$ cat src/rtl/apb_master_bridge.sv
`default_nettype none
// ============================================================================
// Module   : apb_master_bridge
// Brief    : valid/ready command port to APB requester, one response per cmd
// Revision : 1.0
// ============================================================================
module apb_master_bridge #(
  parameter int AWIDTH  = 8,
  parameter int DWIDTH  = 8,
  parameter int TIMEOUT = 16
) (
  input  logic              PCLK,
  input  logic              PRESETn,
  input  logic              cmd_valid,
  output logic              cmd_ready,
  input  logic              cmd_write,
  input  logic [AWIDTH-1:0] cmd_addr,
  input  logic [DWIDTH-1:0] cmd_wdata,
  output logic              rsp_valid,
  output logic [DWIDTH-1:0] rsp_rdata,
  output logic              rsp_err,
  output logic              PSEL,
  output logic              PENABLE,
  output logic              PWRITE,
  output logic [AWIDTH-1:0] PADDR,
  output logic [DWIDTH-1:0] PWDATA,
  input  logic [DWIDTH-1:0] PRDATA,
  input  logic              PREADY,
  input  logic              PSLVERR
);

  // Bit 0 = PSEL, bit 1 = PENABLE, so bus strobes decode straight from flops.
  localparam logic [1:0] c_IDLE   = 2'b00;
  localparam logic [1:0] c_SETUP  = 2'b01;
  localparam logic [1:0] c_ACCESS = 2'b11;

  localparam int          c_CNT_W   = (TIMEOUT > 0) ? $clog2(TIMEOUT + 1) : 1;
  localparam logic [31:0] c_TO_LAST = 32'(TIMEOUT - 1);

  logic [1:0]         r_state;
  logic [1:0]         w_state_nxt;
  logic [c_CNT_W-1:0] r_wait_cnt;
  logic               w_hs;
  logic               w_timeout;
  logic               w_done;

  assign w_hs      = cmd_valid && cmd_ready;
  // Last permitted wait cycle; a PREADY on the same edge still completes normally.
  assign w_timeout = (TIMEOUT != 0) && !PREADY && (32'(r_wait_cnt) == c_TO_LAST);
  assign w_done    = (r_state == c_ACCESS) && (PREADY || w_timeout);

  always_ff @(posedge PCLK or negedge PRESETn) begin
    if (!PRESETn) begin
      r_state <= c_IDLE;
    end else begin
      r_state <= w_state_nxt;
    end
  end

  always_comb begin
    w_state_nxt = r_state;
    case (r_state)
      c_IDLE:   if (w_hs) w_state_nxt = c_SETUP;
      c_SETUP:  w_state_nxt = c_ACCESS;
      c_ACCESS: if (w_done) w_state_nxt = c_IDLE;
      default:  w_state_nxt = c_IDLE;
    endcase
  end

  always_comb begin
    cmd_ready = (r_state == c_IDLE);
    PSEL      = r_state[0];
    PENABLE   = r_state[1];
  end

  always_ff @(posedge PCLK or negedge PRESETn) begin
    if (!PRESETn) begin
      PWRITE     <= 1'b0;
      PADDR      <= '0;
      PWDATA     <= '0;
      r_wait_cnt <= '0;
      rsp_valid  <= 1'b0;
      rsp_rdata  <= '0;
      rsp_err    <= 1'b0;
    end else begin
      rsp_valid <= w_done;
      if (w_hs) begin
        PWRITE     <= cmd_write;
        PADDR      <= cmd_addr;
        PWDATA     <= cmd_wdata;
        r_wait_cnt <= '0;
      end else if ((r_state == c_ACCESS) && !PREADY) begin
        r_wait_cnt <= r_wait_cnt + c_CNT_W'(1);
      end
      if (w_done) begin
        rsp_rdata <= (PREADY && !PWRITE) ? PRDATA : '0;
        rsp_err   <= PREADY ? PSLVERR : 1'b1;
      end
    end
  end

endmodule
`default_nettype wire

$ cat config.mk
export PLATFORM = sky130hd
export DESIGN_NAME = apb_master_bridge
export DESIGN_NICKNAME = d
export VERILOG_FILES = /design/src/rtl/apb_master_bridge.sv
export SDC_FILE = /design/constraint.sdc
export NUM_CORES = 1
export LEC_CHECK = 0
export ABC_AREA = 1
export ABC_CLOCK_PERIOD_IN_PS = 3000
export BUFFER_PORTS_ARGS = -buffer_cell sky130_fd_sc_hd__buf_2
export CAP_MARGIN = 20
export CORE_MARGIN = 2
export CORE_UTILIZATION = 50
export DETAILED_ROUTE_END_ITERATION = 6
export PLACE_DENSITY = 0.83
export SYNTH_ARGS = -nofsm -noshare
export SYNTH_HDL_FRONTEND = slang
export SYNTH_SLANG_ARGS = --single-unit
$ cat constraint.sdc
create_clock -name PCLK -period 3 [get_ports PCLK]
set_input_delay 0.6 -clock PCLK [delete_from_list [all_inputs] [get_ports PCLK]]
set_output_delay 0.6 -clock PCLK [all_outputs]
set_load 0.05 [all_outputs]
**Word level (Yosys, flattened, before mapping)**

Cells that the tools add are included.

- Output and inout bits: 30
- Memory bits (read-only): 0
- Bits in latches: 0
- Bits in registers: 34
- Memory bits (writable): 0
- Input port bits: 30
- Memories: 0

- Shifts and indexed selects: 0
- Add/subtract/negate cells: 1
- Bitwise gates (word level): 0
- Divide/modulo/power cells: 0
- Multiplexer cells: 7
- Equality and inequality tests: 5
- Reductions and logical operators: 11
- Order comparisons: 0
- Multiply operators: 0

Operators by type and width:

| kind | number |
|---|---|
| $mux W5 | 2 |
| $mux W8 | 1 |
| $pmux W2 S3 | 1 |
| $add A5 B1 Y5 const B | 1 |
| $eq A5 B4 Y1 const B | 1 |
| $logic_and A1 B1 Y1 | 5 |
| $mux W2 | 2 |
| $eq A2 B1 Y1 const B | 1 |
| $eq A2 B2 Y1 const B | 1 |
| $logic_not A1 Y1 | 2 |
| $logic_not A2 Y1 | 1 |
| $ne A2 B1 Y1 const B | 1 |
| $ne A2 B2 Y1 const B | 1 |
| $reduce_and A2 Y1 | 1 |
| $reduce_bool A2 Y1 | 1 |
| $logic_or A1 B1 Y1 | 1 |
| $mux W1 | 1 |

**Depth between registers and ports, before layout**

- Word-level depth: 6
- Mapped depth: 9
- Depth with buffers taken out: 9

**Least setup slack after synthesis**

Ideal clock, no wire load.

- Kind: register to output
- Start: reg r_state[0]
- End: out cmd_ready
- Arrival time: 1.148 ns
- Cell stages (with the launch flop): 3
- Slack: 1.252 ns
- Cell sequence: dfrtp_1 -> nor2_4 -> buf_4

- Longest elaborated chain between the ends: 1

Ends and longest elaborated chain:

| element | line | RTL |
|---|---|---|
| start, declared | 40 | `logic [1:0] r_state;` |
| start signal, assigned | 54 | `r_state <= c_IDLE;` |
| start signal, assigned | 56 | `r_state <= w_state_nxt;` |
| $logic_not A2 Y1 | 71 | `cmd_ready = (r_state == c_IDLE);` |
| end, declared | 15 | `output logic cmd_ready,` |

No other way between the ends.

**Final worst setup path**

Ends and elaborated chain as after synthesis.

==> impl_metrics.toml <==
[finish]
post-route-util_pct = 64.94
fillers = 240
drive_gt1_share_pct = 33.33
finalNetCount = 251
layout_commonest_cell = "nand2_1"
antennaDiodeCount = 0
regArea_sq_um = 850.8
multi_input_area_sq_um = 515.5
stdcell_count = 250
final_cell_mix = "nand2_1, buf_2, dfrtp_1"
area_delta_synth_final_pct = 23.50

[sta]
period_needed_ps = 2084
hold_violations = 0
slew_viol_final = 0
worst_pin_slew_ps = 713.4
slew_headroom_pct = 52.44
fin_tns_setup_ps = 0
finalSetupViolations = 0
fin_skew_ps = 4.273
fin_crit_sh_pct = 69.47
fmax_mhz = 479.8
rsz0062_at_grt = "no"
whs_ps = 328.5

[clock_tree]
htreeDepth = 2
clock-sinks = 34
cts_made_buffers = 5
ctsHoldBuffers = 0
clk_latency_ps = 310
cts_resized = 0
cts_setup_buffers = 0
cts_tree = "yes"
cts_root_buf = "clkbuf_4"
path_clk_slew_ps = 90
cts_buffer_depth = 2

[place]
hpwl_um = 2067
portBuffers = 59
place_congestion = 0.7632
dp_cells = 243

[yosys]
synth_top_family_by_area = "simple AND/OR/NAND/NOR gates"
synthFlopType = "dfrtp_1"
synth_compound_area_share_pct = 2.437
synth-seq-area-share_pct = 59.18
synth_cell_types = 19
synth_adder_area_share_pct = 1.741
synth_edf_count = 0
syn_area_sq_um = 1438
ys.warnings.count = 0
synthArstFlopShare_pct = 100.0
syn_nets = 191
synth_xor_area_share_pct = 0
synth_simple_gate_area_share_pct = 31.68
synth_cells = 159
ys_ff_latch = 34
muxShareOfSynthArea_pct = 0
avgSynthCellArea_sq_um = 9.042

[power]
p_leak_nw = 1.044
max-vdd-ir-drop_mv = 0.8187
clockPowerShare_pct = 9.8
p_per_area_nw_per_um2 = 1263
power_mw = 2.242
p_comb_share_pct = 55.0
p_sw_mw = 1.223
power_frac_seq_pct = 35.2
p_int_mw = 1.018
p_sw_share_pct = 54.58

[worst_setup_path]
slowest_stage = "dfrtp_1"
r2r_slack_ps = 1290
crit_arrival_ps = 1480
reg2reg_to = "rsp_rdata[6]"
cp.required_ps = 2400
r2r_start = "r_wait_cnt[0]"
path_cells = "nor2_4 > buf_2"
cp-start-kind = "flip-flop"
crit_path_end_kind = "output pin"
path_delay_family = "flip-flops"
cp.depth = 2
crit_type = "reg -> out"
reg2reg_depth = 9
crit_fanout = 19
cp_num_buf_inv = 1
slowest_delay_ps = 450

[run]
cap_violations = 0

[global_route]
antenna_found_initial = 0
grt.overflow.total = 0
grt_max_degree = 35
grt_pass1_vias = 1140
grt_use_total_pct = 19.17
grt_pass1_wl_um = 4954

[floorplanning]
rows = 19
die_y_um = 57.62
die_area_sq_um = 3320
boundaryPins = 60
initial_utilization_pct = 52.59
core_region_area_sq_um = 2734
fp.dieW_um = 57.62

[detailed_routing]
num_vias = 1236
routedWlPerCell_um = 11.18
via_per_inst = 4.944
route.detailed.drc = 0
routed_wl_um = 2795
drt_iter0_drc = 40
ant_nets = 0
first_pass_iters = 4

[min_path]
holdCritPathClass = "in -> async"

[status]
status = "completed"
-- cell type report --
type	count	area share [%]
timing repair buffer	59	16.63
tap	31	2.185
clock buffer	7	2.537
sequential	34	47.92
multi-input combinational	111	29.03
inverter	8	1.691
-- Yosys cell counts, types with 2 or more instances --
library cell | instances | area [sq um]
a21oi_1 | 2 | 10.01
ha_1 | 2 | 25.02
inv_2 | 2 | 7.510
inv_1 | 6 | 22.52
nor2_2 | 2 | 12.51
nor2_1 | 8 | 30.03
nand2_2 | 2 | 12.51
buf_2 | 3 | 15.01
dfrtp_1 | 34 | 850.8
nand3_1 | 28 | 140.1
nand2_1 | 61 | 229.0
buf_4 | 2 | 15.01
-- power by group through the flow --
stage          Sequential [mW]  Combinational [mW]  Clock, mW
6_report                 0.788                1.23      0.220
5_1_grt                  0.814                1.33      0.248
4_1_cts                  0.790                1.25      0.227
3_5_place_dp             0.791                1.25          0
3_3_place_gp             0.794                1.23          0
2_1_floorplan             1.41               0.357          0
-- per-stage QoR --
step	cell area [sq um]	setup WS, ps
6_report	1775	915.9
5_1_grt	1775	792.6
4_1_cts	1775	905.8
3_5_place_dp	1730	1262
3_3_place_gp	1730	1267
2_1_floorplan	1438	1252
-- layer usage --
layer	part of all wire [%]	track usage, %	routed length (um)	vias to the layer above
li1	-	-	-	624
met5	0	0	0	-
met1	43	26.01	1204	565
met2	48	29.71	1332	42
met4	0.86	4.983	24	0
met3	8.3	6.696	233	5
-- sequential cells by signal (all words and copies together), names as in the netlist --
| signal | cells |
|---|---|
| r_state | 2 |
| rsp_err | 1 |
| r_wait_cnt | 5 |
| PWDATA | 8 |
| PADDR | 8 |
| PWRITE | 1 |
| rsp_valid | 1 |
| rsp_rdata | 8 |
-- cell families (layout without fill, tap and decap cells) --
kind of cell	after synthesis	after routing
and+or+nand+nor	103	103
DFF	34	34
buffers and inverters	14	74
AOI/OAI and AO/OA	6	6
adders and majority gates	2	2
-- worst reg2reg max path, stage by stage, from the launching register on --
cell     delay [ps]
dfrtp_1         390
ha_1            170
nand2_1          80
nor2_1          100
ha_1            150
nor2_1           60
nor2_2          340
inv_2           170
nand2_1         100
nand2_1          50
-- worst max-delay path by stage --
stage           endpoint  startpoint
6_report       cmd_ready  r_state[0]
5_1_grt        cmd_ready  r_state[0]
4_1_cts        cmd_ready  r_state[0]
3_5_place_dp   cmd_ready  r_state[0]
3_3_place_gp   cmd_ready  r_state[0]
2_1_floorplan  cmd_ready  r_state[0]
(Power assumes the default switching activity.)
